`config.mk`:
```
export PLATFORM = sky130hd
export DESIGN_NAME = pipeline_stall_ctrl
export DESIGN_NICKNAME = d
export VERILOG_FILES = /design/src/rtl/pipeline_stall_ctrl.sv
export SDC_FILE = /design/constraint.sdc
export NUM_CORES = 1
export LEC_CHECK = 0
export CELL_PAD_IN_SITES_DETAIL_PLACEMENT = 1
export CELL_PAD_IN_SITES_GLOBAL_PLACEMENT = 1
export CORE_MARGIN = 2
export CORE_UTILIZATION = 28
export CTS_CLUSTER_DIAMETER = 150
export DETAILED_ROUTE_END_ITERATION = 6
export GPL_ROUTABILITY_DRIVEN = 1
export PLACE_DENSITY = 0.71
export SETUP_SLACK_MARGIN = 0.2
export SLEW_MARGIN = 10
export SYNTH_ARGS = -nofsm -noshare
export SYNTH_HDL_FRONTEND = slang
export SYNTH_SLANG_ARGS = --single-unit
```
`constraint.sdc`:
```
create_clock -name clk -period 1.55 [get_ports clk]
set_input_delay 0.2325 -clock clk [delete_from_list [all_inputs] [get_ports clk]]
set_output_delay 0.2325 -clock clk [all_outputs]
set_load 0.01 [all_outputs]
```
`src/rtl/pipeline_stall_ctrl.sv`:
```
// Stall/flush sequencer for the 5-stage pipeline.
// Arbitrates memory freeze, branch flush and load-use stalls.
module pipeline_stall_ctrl #(
  parameter int MEM_LAT = 2,
  parameter int CNT_W   = 16
) (
  input  logic             clk,
  input  logic             arst_n,
  input  logic [4:0]       rs1_id,
  input  logic [4:0]       rs2_id,
  input  logic [4:0]       rd_ex,
  input  logic             mem_read_ex,
  input  logic             branch_taken_ex,
  input  logic             mem_access_mem,
  output logic             pc_w,
  output logic             if_id_en,
  output logic             id_ex_en,
  output logic             ex_mem_en,
  output logic             mem_wb_en,
  output logic             if_id_flush,
  output logic             id_ex_bubble,
  output logic [CNT_W-1:0] stall_cnt
);

  localparam int WCW = ($clog2(MEM_LAT) > 0) ? $clog2(MEM_LAT) : 1;
  localparam int LOADV = (MEM_LAT > 1) ? MEM_LAT - 2 : 0;
  localparam logic [WCW-1:0] LOAD = LOADV[WCW-1:0];
  localparam bit MULTI = (MEM_LAT > 1);

  typedef enum logic {RUN, MEM_WAIT} state_e;

  state_e           state_q, state_d;
  logic [WCW-1:0]   wcnt_q, wcnt_d;
  logic [CNT_W-1:0] stall_q;

  logic load_use, mem_trig, hold;

  assign load_use = mem_read_ex && (rd_ex != 5'd0) &&
                    ((rd_ex == rs1_id) || (rd_ex == rs2_id));
  // The release cycle of MEM_WAIT never re-triggers on the same access
  assign mem_trig = MULTI && (state_q == RUN) && mem_access_mem;
  assign hold     = (state_q == MEM_WAIT) && (wcnt_q != '0);

  always_comb begin
    state_d      = state_q;
    wcnt_d       = wcnt_q;
    pc_w         = 1'b1;
    if_id_en     = 1'b1;
    id_ex_en     = 1'b1;
    ex_mem_en    = 1'b1;
    mem_wb_en    = 1'b1;
    if_id_flush  = 1'b0;
    id_ex_bubble = 1'b0;
    if (state_q == MEM_WAIT && wcnt_q == '0)
      state_d = RUN;
    priority case (1'b1)
      mem_trig, hold: begin
        pc_w      = 1'b0;
        if_id_en  = 1'b0;
        id_ex_en  = 1'b0;
        ex_mem_en = 1'b0;
        mem_wb_en = 1'b0;
        if (mem_trig) begin
          wcnt_d  = LOAD;
          state_d = MEM_WAIT;
        end else begin
          wcnt_d  = wcnt_q - 1'b1;
        end
      end
      branch_taken_ex: begin
        if_id_flush  = 1'b1;
        id_ex_bubble = 1'b1;
      end
      load_use: begin
        pc_w         = 1'b0;
        if_id_en     = 1'b0;
        id_ex_bubble = 1'b1;
      end
      default: ;
    endcase
    if (!arst_n) begin
      pc_w         = 1'b0;
      if_id_en     = 1'b0;
      id_ex_en     = 1'b0;
      ex_mem_en    = 1'b0;
      mem_wb_en    = 1'b0;
      if_id_flush  = 1'b0;
      id_ex_bubble = 1'b0;
    end
  end

  always_ff @(posedge clk or negedge arst_n) begin
    if (!arst_n) begin
      state_q <= RUN;
      wcnt_q  <= '0;
      stall_q <= '0;
    end else begin
      state_q <= state_d;
      wcnt_q  <= wcnt_d;
      if (!pc_w && stall_q != {CNT_W{1'b1}})
        stall_q <= stall_q + 1'b1;
    end
  end

  assign stall_cnt = stall_q;

endmodule

```
# [Word level (Yosys, flattened, before mapping)]
# Index checks and enable logic that the tools add are counted.
[word_totals] register_bits=18 in_bits=20 output_inout_bits=23 wordCells=37
[classes] addsub=2 eq_ne=3 n_mux=17 bitwise=2 n_reduce_logical=10
[ops] operator="$mux W1" count=17
[ops] operator="$add A16 B1 Y16 const B" count=1
[ops] operator="$ne A16 B16 Y1 const B" count=1
[ops] operator="$eq A5 B5 Y1" count=2
[ops] operator="$logic_and A1 B1 Y1" count=6
[ops] operator="$reduce_bool A5 Y1" count=1
[ops] operator="$not A1 Y1" count=2
[ops] operator="$reduce_or A2 Y1" count=1
[ops] operator="$logic_not A1 Y1" count=1
[ops] operator="$logic_or A1 B1 Y1" count=1
[ops] operator="$sub A1 B1 Y1 const B" count=1

# [Logic depth before layout (Yosys ltp)]
# Gate-level depths: netlist of run 1.
[logic_depth] word_depth=9 mapped_depth=7 mapped_depth_nobuf=6

# [Least setup slack after synthesis of run 1]
# OpenSTA, ideal clock, no wires.
[synth_timing] path_kind="register to register" startpoint="reg stall_q[7] (netlist: stall_cnt[7])" endpoint="reg stall_q[15] (netlist: stall_cnt[15])" setup_time_ns=0.138 t_arrival_ns=1.678 required_ns=1.412 setup_slack_ns=-0.266 stages_incl_launch_ff=8 synth_period_minus_slack_ns=1.816 path_cell_list="dfrtp_1 -> nand2_1 -> nor2_1 -> nand3_1 -> nor3_1 -> buf_2 -> nor4_1 -> xor2_1"
[synth_via] elab_chain_cells=2
[synth_lines] item="start, declared" line_no="34" text="logic [CNT_W-1:0] stall_q;"
[synth_lines] item="start signal, assigned" line_no="101" text="stall_q <= stall_q + 1'b1;"
[synth_lines] item="parallel branches: the longest is 2 deep, another holds $add A16 B1 Y16"
# Several ways; the timed one is not identified.
# A chain may end at the register's enable or synchronous reset.

# [Worst setup path in the final report of run 1]
[layout_timing] startpoint="in rd_ex[2]" endpoint="reg stall_q[9] (netlist: stall_cnt[9])"
[layout_via] elab_chain_cells=9
[layout_lines] item="start, declared" line_no="11" text="input logic [4:0] rd_ex,"
[layout_lines] item="$eq A5 B5 Y1 / $reduce_bool A5 Y1 (equally long branches)" line_no="39, 38"
[layout_lines] item="$logic_or A1 B1 Y1 / $logic_and A1 B1 Y1 (equally long branches)" line_no="39, 38"
[layout_lines] item="$logic_and A1 B1 Y1 (*)" line_no="38" text="assign load_use = mem_read_ex && (rd_ex != 5'd0) &&"
[layout_lines] item="$mux W1 (*) (3 in series)" line_no="56" text="priority case (1'b1)"
[layout_lines] item="$mux W1 (*)" line_no="81" text="if (!arst_n) begin"
[layout_lines] item="$logic_not A1 Y1 (*)" line_no="100" text="if (!pc_w && stall_q != {CNT_W{1'b1}})"
[layout_lines] item="$logic_and A1 B1 Y1 (*)" line_no="100"
# Every way passes the cells marked *; elsewhere a longest branch is shown, timed or not.

==> flow_metrics.py, run 1 <==
metrics = {
    "critical_path": {
        "cp_max_fo": 6,
        "critical_path_required_ns": 1.68,
        "cp_data_arrival_time_ns": 1.84,
        "slowest_stage": "or4_4",
        "crit_type": "in -> reg",
        "crit_start": "rd_ex[2]",
        "start_kind": "input port",
        "crit_top_cell": "buf_8",
        "slowest_delay_ns": 0.53,
        "cp-end-kind": "register",
        "r2r_start": "state_q",
        "crit_chain": "buf_8 -> or4_4 -> o21ai_2 -> buf_4 -> o31a_4 -> buf_8 -> buf_6 -> nor4_4 -> xor2_1",
        "path_buf_inv": 4,
        "cp_top_family": "simple AND/OR/NAND/NOR gates",
    },
    "power": {
        "peakVddDrop_mv": 0.764,
        "p_per_area_nw_per_um2": 1050,
        "pwr-share-seq": 0.316,
        "p_comb_frac": 0.509,
        "swShare": 0.345,
        "p_total_mw": 2.22,
        "switchingPower_uw": 768,
        "p_clk_frac": 0.174,
        "leakagePower_nw": 0.938,
        "p_int_mw": 1.45,
    },
    "run": {
        "cap_violations": 0,
    },
    "place": {
        "dpl-instance-area_um2": 1850,
        "hpwl_um": 2470,
        "place.gp.congestion": 0.777,
        "place_inst": 216,
        "io_buffers": 42,
    },
    "floorplanning": {
        "start_util": 0.292,
        "dieArea_um2": 4330,
        "coreArea_um2": 3660,
        "fp.dieW_um": 65.8,
        "die_h_um": 65.8,
        "num_io_pins": 43,
        "placementRows": 22,
    },
    "timing": {
        "hold_viol_final": 0,
        "setup_ws_ns": -0.157,
        "worst_slew_pin_slew_ns": 0.299,
        "setup_violations": 20,
        "rsz0062_at_grt": "yes",
        "min_period_over_period": 1.10,
        "slew_violations": 0,
        "relSlewSlack": 0.800,
        "max_freq_ghz": 0.586,
        "min_period_ns": 1.71,
        "clock-skew-final_ns": 0.00125,
    },
    "drt": {
        "drtIter0Drc": 21,
        "dr.pass1.iters": 2,
        "wl_met2_um": 2000,
        "route.detailed.drc": 0,
        "vias": 1080,
        "route.met3.wl_um": 81,
        "vias_per_cell": 4.68,
        "wl_um": 3500,
        "top_layer": "met4",
        "antenna_left": 0,
        "wl_per_cell_um": 15.2,
        "wl_met1_um": 1390,
    },
    "global_route": {
        "first_global_vias": 1185,
        "grt-ovfl-total": 0,
        "grt_usage": 0.179,
        "grt_pass1_wl_um": 5820,
        "grt_max_degree": 19,
        "antenna_found_initial": 0,
    },
    "clock_tree": {
        "cts_buffer_depth": 2,
        "clock_latency_ns": 0.25,
        "clk_pin_slew_worst_paths_ns": 0.07,
        "cts_buffers": 3,
        "holdBufCountCts": 0,
        "cts_tree": "built",
        "cts.sinks": 18,
        "htreeDepth": 1,
        "root_buffer": "clkbuf_8",
    },
    "yosys": {
        "avgSynthCellArea_um2": 10.6,
        "ys_types": 29,
        "yosysWarnings": 0,
        "synth_cells": 101,
        "synthesis.area_um2": 1070,
        "synth-seq-area-share": 0.422,
        "synth_nets": 122,
        "ys_seq_elements": 18,
    },
    "layout": {
        "final_common_cell": "buf_4",
        "design_area_um2": 2110,
        "mostFrequentLayoutCells": "buf_4 (30), xor2_1 (21), buf_6 (17)",
        "num-nets-final": 205,
        "area_growth_pct": 97.8,
        "utilization": 0.577,
        "final_cells": 231,
        "antenna_cells": 0,
        "drive_gt1_frac": 0.552,
    },
    "run_status": {
        "violations": "negative setup slack",
        "outcome": "finished with violations",
    },
    "worst_hold_path": {
        "hold_path_class": "in -> async",
    },
}
power groups by stage:
stage,logic [mW],clock network (mW),registers [mW]
after global routing,1.23,0.417,0.721
after CTS,1.09,0.397,0.703
after global placement,1.08,0,0.704
final,1.13,0.387,0.703
after floorplan,0.330,0,0.821
after detailed placement,1.10,0,0.710
per-stage QoR:
stage | hold slack [ns] | worst slack [ns] | setup TNS [ns]
4_1_cts | 0.401 | -0.143 | -1.68
3_3_place_gp | 0.443 | -0.878 | -15.72
5_1_grt | 0.418 | -0.191 | -2.38
3_5_place_dp | 0.455 | -0.916 | -16.31
2_1_floorplan | -0.0631 | -0.116 | -1.14
6_report | 0.394 | -0.157 | -1.62
registers in the layout (all words and copies together) (netlist names):
name	count
state_q	1
stall_cnt	16
wcnt_q	1
path summary, 6_finish.rpt:
| path | endpoint | slack, ns | depth (start not counted) |
|---|---|---|---|
| worst max register to register | stall_cnt[9] | -0.09 | 7 |
| max in group asynchronous | stall_cnt[4] | 0.94 | 2 |
| min in group clk | wcnt_q | 0.54 | 2 |
| worst max-delay path | stall_cnt[9] | -0.16 | 9 |
| worst min-delay path | wcnt_q | 0.39 | 2 |
| worst min register to register | wcnt_q | 0.54 | 1 |
timing repair:
item,4_1_cts,5_1_grt
pin swaps,32,10
setup buffers,8,3
endpoints found under the setup margin,39,25
resized for setup,132,10
cells by family (layout without fill, tap and decap cells):
family	after synthesis	in the layout	share of synthesized area
flip-flops	18	18	0.422
multiplexers	4	4	0.0410
XOR/XNOR	23	23	0.189
AND/OR/NAND/NOR	44	44	0.259
adder cells (fa/ha/maj)	1	1	0.0117
AO/OA/AOI/OAI	4	4	0.0351
buffers and inverters	7	89	0.0433
layout make-up:
cell class                      count  area [um^2]
Fill cell                         395         1550
Sequential cell                    18          454
Clock buffer                        4         55.1
Tap cell                           48         60.1
Multi-Input combinational cell     76          792
Timing Repair Buffer               83          744
Inverter                            2         7.51
routing by layer:
| layer | vias up | global-route usage |
|---|---|---|
| met5 | - | 0 |
| li1 | 513 | - |
| met2 | 17 | 0.345 |
| met4 | 0 | 0.0469 |
| met1 | 544 | 0.205 |
| met3 | 6 | 0.0221 |
synth_stat cells:
library cell  count  area, um^2
nor3b_1           3        22.5
nand3_1           7        35.0
nor3_2            2        20.0
and2_1            1        6.26
and3_1            2        12.5
nor4_4            1        21.3
inv_1             2        7.51
nand2b_1          1        6.26
ha_1              1        12.5
dfrtp_1          18         450
nand4_1           2        12.5
and4_1            1        8.76
nor4b_1           2        17.5
nor3_1            6        30.0
nor4_1            1        6.26
xor2_1           23         201
nor2_1            6        22.5
buf_2             1        5.00
nor4_2            2        25.0
buf_4             3        22.5
buf_6             1        11.3
o31a_4            1        17.5
o21a_1            1        7.51
mux2i_1           1        10.0
mux2_2            3        33.8
a22oi_1           1        7.51
or4_1             1        7.51
o21ai_0           1        5.00
nand2_1           6        22.5
No activity file was read; power rests on OpenSTA's default activity.
==> run 2, diff against run 1 <==
CAP_MARGIN = 20   (was default)
RECOVER_POWER = 25   (was default)
==> run 2 against run 1 <==
  * The flow still finishes with violations (negative setup slack)
  * Non-clock buffer count did not move
  * Via count is the same
  * Die area unchanged
  * Setup slack stayed put
  * Power barely moved
  * Global-route usage is the same
  * Combinational power is essentially flat
  * Fmax stayed put
  * First-iteration DRC count unchanged
  * Sequential share of layout area hardly changed
  * Clock power about the same
  * Largest cell class unchanged
==> flow_metrics.py, run 2 (synthesized netlist as in run 1, its figures left out) <==
metrics = {
    "run_status": {
        "outcome": "finished with violations",
        "violations": "negative setup slack",
    },
    "clock_tree": {
        "cts.sinks": 18,
        "root_buffer": "clkbuf_8",
        "cts_tree": "built",
        "clock_latency_ns": 0.25,
        "cts_buffer_depth": 2,
        "clk_pin_slew_worst_paths_ns": 0.07,
        "holdBufCountCts": 0,
        "cts_buffers": 3,
        "htreeDepth": 1,
    },
    "layout": {
        "antenna_cells": 0,
        "seq_area_um2": 454,
        "mostFrequentLayoutCells": "buf_4 (29), xor2_1 (21), buf_6 (17)",
        "fillers": 395,
        "area_growth_pct": 97.4,
        "num-nets-final": 205,
        "drive_gt1_frac": 0.546,
        "multi_input_area_um2": 792,
        "final_common_cell": "buf_4",
        "largest_register_ffs": 16,
        "final_cells": 231,
    },
    "floorplanning": {
        "num_io_pins": 43,
        "placementRows": 22,
        "start_util": 0.292,
        "die_h_um": 65.8,
        "coreArea_um2": 3660,
        "fp.dieW_um": 65.8,
        "dieArea_um2": 4330,
    },
    "worst_hold_path": {
        "hold_start": "mem_access_mem",
        "hold_path_class": "in -> reg",
        "hold_depth": 2,
        "hold_end": "wcnt_q",
    },
    "global_route": {
        "grt_max_degree": 19,
        "grt_usage": 0.179,
        "grt_pass1_wl_um": 5820,
        "antenna_found_initial": 0,
        "grt-ovfl-total": 0,
        "first_global_vias": 1185,
    },
    "critical_path": {
        "r2r_start": "state_q",
        "crit_type": "in -> reg",
        "cp-end-kind": "register",
        "slowest_delay_ns": 0.53,
        "r2r_end": "stall_cnt[9]",
        "cp_data_arrival_time_ns": 1.84,
        "r2r_cells": 7,
        "critical_path_required_ns": 1.68,
        "reg2reg_setup_slack_ns": -0.09,
        "cp_max_fo": 6,
        "crit_chain": "buf_8 -> or4_4 -> o21ai_2 -> buf_4 -> o31a_4 -> buf_8 -> buf_6 -> nor4_4 -> xor2_1",
        "crit_top_cell": "buf_8",
        "start_kind": "input port",
        "slowest_stage": "or4_4",
    },
    "place": {
        "place.gp.congestion": 0.777,
        "place_inst": 216,
        "hpwl_um": 2470,
        "io_buffers": 42,
    },
    "power": {
        "swShare": 0.346,
        "leakagePower_nw": 0.934,
        "p_int_mw": 1.45,
        "switchingPower_uw": 768,
        "pwr-share-seq": 0.317,
        "p_clk_frac": 0.174,
        "p_comb_frac": 0.509,
        "peakVddDrop_mv": 0.764,
        "p_per_area_nw_per_um2": 1050,
    },
    "drt": {
        "dr.pass1.iters": 2,
        "route.detailed.drc": 0,
        "antenna_left": 0,
        "wl_um": 3500,
        "wl_per_cell_um": 15.2,
        "vias_per_cell": 4.68,
        "vias": 1080,
        "drtIter0Drc": 21,
    },
    "run": {
        "cap_violations": 0,
    },
    "timing": {
        "clock-skew-final_ns": 0.00133,
        "max_freq_ghz": 0.586,
        "rsz0062_at_grt": "yes",
        "setup_ws_ns": -0.157,
        "min_period_over_period": 1.10,
        "worst_slew_pin_slew_ns": 1.00,
        "setup_violations": 20,
        "hold_slack_ns": 0.538,
        "relSlewSlack": 0.334,
        "hold_viol_final": 0,
        "slew_violations": 0,
        "min_period_ns": 1.71,
    },
}
[run 2: metal layers]
metal  vias to the layer above  global-route usage  part of all wire
li1                        513                   -                 -
met2                        17               0.345              0.57
met1                       544               0.205              0.40
met5                         -                   0                 0
met4                         0              0.0469            0.0088
met3                         6              0.0221             0.023
[run 2: worst max path at each step]
stage	startpoint	to	slack (ns)	cells after the start
finish	rd_ex[2]	stall_cnt[9]	-0.16	9
global route	rd_ex[2]	stall_cnt[8]	-0.19	9
floorplan	rd_ex[4]	stall_cnt[14]	-0.12	6
CTS	rd_ex[2]	if_id_en	-0.14	6
global placement	rd_ex[4]	stall_cnt[4]	-0.88	8
detailed placement	rd_ex[4]	stall_cnt[8]	-0.92	8
[run 2: stage by stage]
step	worst slack (ns)	cell area, um^2	utilization	TNS, ns	power [mW]
2_1_floorplan	-0.116	1180	-	-1.14	1.15
3_3_place_gp	-0.878	1850	0.506	-15.72	1.78
3_5_place_dp	-0.916	1850	0.506	-16.31	1.81
4_1_cts	-0.143	2060	0.564	-1.68	2.19
5_1_grt	-0.191	2110	0.576	-2.52	2.37
6_report	-0.157	2110	0.576	-1.62	2.22
[run 2: power groups by stage]
stage	clock, mW	combinational, mW	sequential [mW]
final	0.387	1.13	0.703
after global routing	0.417	1.23	0.721
after CTS	0.397	1.09	0.703
after detailed placement	0	1.10	0.710
after global placement	0	1.08	0.704
after floorplan	0	0.330	0.821
[run 2: what timing repair did]
item                                    in CTS  in global routing
pin swaps                                   32                 10
cloned                                       0                  0
buffers inserted                             8                  3
endpoints found under the setup margin      39                 25
resized for setup                          132                 10
[run 2: area by class of cell]
cell class,count,share of cell area
clock buffers,4,0.0261
well taps,48,0.0285
repair buffers,83,0.351
flip-flops and latches,18,0.215
inverters,2,0.00356
multi-input cells,76,0.375
[run 2: critical path: cells and delay by family]
family / cells / cell delay, ns
AOI/OAI and AO/OA: 2 / 0.33
xor gates and xnor gates: 1 / 0.17
and+or+nand+nor: 2 / 0.57
buffers and inverters: 4 / 0.52
==> run 3, diff against run 2 <==
CORE_UTILIZATION = 34   (was 28)
PLACE_DENSITY = 0.81   (was 0.71)
clock period = 2 ns   (was 1.55 ns; I/O delays follow)
==> run 3 against run 2 <==
  * The flow now finishes without violations
  * Clock-buffer cell count fell by 1
  * Largest cell class unchanged
  * Sequential power fell by 19%
  * Clock power fell by 51%
  * Critical endpoint is now pc_w
  * Clock skew rose by 0.00098 ns
  * Combinational power fell by 29%
  * First-iteration DRC count rose by 52%
==> flow_metrics.py, run 3 (synthesized netlist as in run 1, its figures left out) <==
metrics = {
    "run_status": {
        "outcome": "completed",
    },
    "place": {
        "dpl-instance-area_um2": 1590,
        "place_inst": 193,
        "place.gp.congestion": 0.721,
        "hpwl_um": 2430,
        "io_buffers": 42,
        "dpl_worst_slack_ns": -0.568,
    },
    "global_route": {
        "antenna_found_initial": 0,
        "grt-ovfl-total": 0,
        "grt_usage": 0.209,
        "grt_max_degree": 19,
        "first_global_vias": 1162,
        "grt_pass1_wl_um": 5460,
    },
    "power": {
        "p_per_area_nw_per_um2": 826,
        "p_total_mw": 1.56,
        "peakVddDrop_mv": 0.604,
        "leakagePower_nw": 0.842,
    },
    "clock_tree": {
        "cts.sinks": 18,
        "cts_buffers": 3,
        "cts_tree": "built",
        "htreeDepth": 1,
        "cts_buffer_depth": 2,
        "root_buffer": "clkbuf_4",
        "clk_pin_slew_worst_paths_ns": 0.10,
        "clock_latency_ns": 0.30,
    },
    "floorplanning": {
        "start_util": 0.353,
        "coreArea_um2": 3030,
        "fp.dieW_um": 60.1,
        "die_h_um": 60.1,
        "dieArea_um2": 3610,
        "num_io_pins": 43,
        "placementRows": 20,
    },
    "critical_path": {
        "cp-end-kind": "output port",
        "crit_start": "rd_ex[1]",
        "r2r_start": "stall_cnt[6]",
        "cp_data_arrival_time_ns": 1.56,
        "crit_type": "in -> out",
        "slowest_stage": "or4_4",
        "slowest_delay_ns": 0.54,
        "critical_path_required_ns": 1.70,
        "crit_chain": "buf_8 -> or4_4 -> o21ai_4 -> buf_4 -> o31a_4 -> buf_6",
        "cp_max_fo": 5,
        "start_kind": "input port",
    },
    "layout": {
        "fillers": 324,
        "largest_register_ffs": 16,
        "design_area_um2": 1890,
        "mostFrequentLayoutCells": "xor2_1 (22), clkdlybuf4s50_1 (18), buf_4 (17), dfrtp_1 (17), dlygate4sd2_1 (10)",
        "antenna_cells": 0,
        "final_cells": 208,
        "multi_input_area_um2": 763,
        "seq_area_um2": 452,
        "area_growth_pct": 77.2,
        "num-nets-final": 187,
        "drive_gt1_frac": 0.415,
        "final_common_cell": "xor2_1",
    },
    "timing": {
        "slew_violations": 0,
        "clock-skew-final_ns": 0.00230,
        "min_period_over_period": 0.931,
        "max_freq_ghz": 0.537,
        "hold_viol_final": 0,
        "rsz0062_at_grt": "yes",
        "setup_violations": 0,
        "worst_slew_pin_slew_ns": 1.01,
        "setup_ws_ns": 0.138,
        "min_period_ns": 1.86,
        "hold_slack_ns": 0.523,
        "relSlewSlack": 0.326,
    },
    "drt": {
        "wl_um": 3750,
        "antenna_left": 0,
        "wl_per_cell_um": 18.0,
        "drtIter0Drc": 32,
        "vias": 1053,
        "vias_per_cell": 5.06,
        "route.detailed.drc": 0,
        "dr.pass1.iters": 4,
    },
    "worst_hold_path": {
        "hold_start": "stall_cnt[6]",
        "hold_path_class": "reg -> reg",
    },
    "run": {
        "cap_violations": 0,
    },
}
## run 3: report_power, final
group	internal, mW	switching, mW
clock	0.0704	0.118
sequential	0.467	0.104
combinational	0.444	0.360
## run 3: worst paths after layout
| check | end | slack, ns | cells after the start |
|---|---|---|---|
| setup / recovery | pc_w | 0.14 | 6 |
| hold / removal | stall_cnt[6] | 0.52 | 1 |
| min in group asynchronous | stall_cnt[15] | 0.88 | 3 |
| max in group asynchronous | stall_cnt[7] | 0.45 | 3 |
| hold reg to reg | stall_cnt[6] | 0.52 | 1 |
| setup reg to reg | stall_cnt[14] | 0.17 | 6 |
## run 3: worst max-delay path, delay by kind of cell
family                 cells  cell delay [ns]
buffers and inverters      3             0.35
AO/OA/AOI/OAI              2             0.37
AND/OR/NAND/NOR            1             0.54
## run 3: area by class of cell
type,instances,share of cell area
sequential,18,0.239
clock buffer,3,0.0119
timing repair buffer,65,0.313
multi-input combinational,76,0.403
inverter,2,0.00397
tap,44,0.0291
## run 3: routing by layer
layer	up-vias	track usage	part of all wire
li1	478	-	-
met4	0	0.0857	0.019
met1	526	0.205	0.35
met5	-	0	0
met2	40	0.421	0.57
met3	9	0.0303	0.060
## run 3: per-stage QoR
step,util,TNS (ns)
after floorplan,-,0
after global placement,0.526,-7.40
after detailed placement,0.526,-8.75
after CTS,0.590,0
after global routing,0.625,0
final,0.625,0
## run 3: what timing repair did
item                       in CTS  in global routing
setup buffers                   7                  4
pin swaps                      14                 22
setup endpoints to repair      23                 23
hold buffers                    0                  0
cloned                          1                  0
gates resized for setup        77                 28
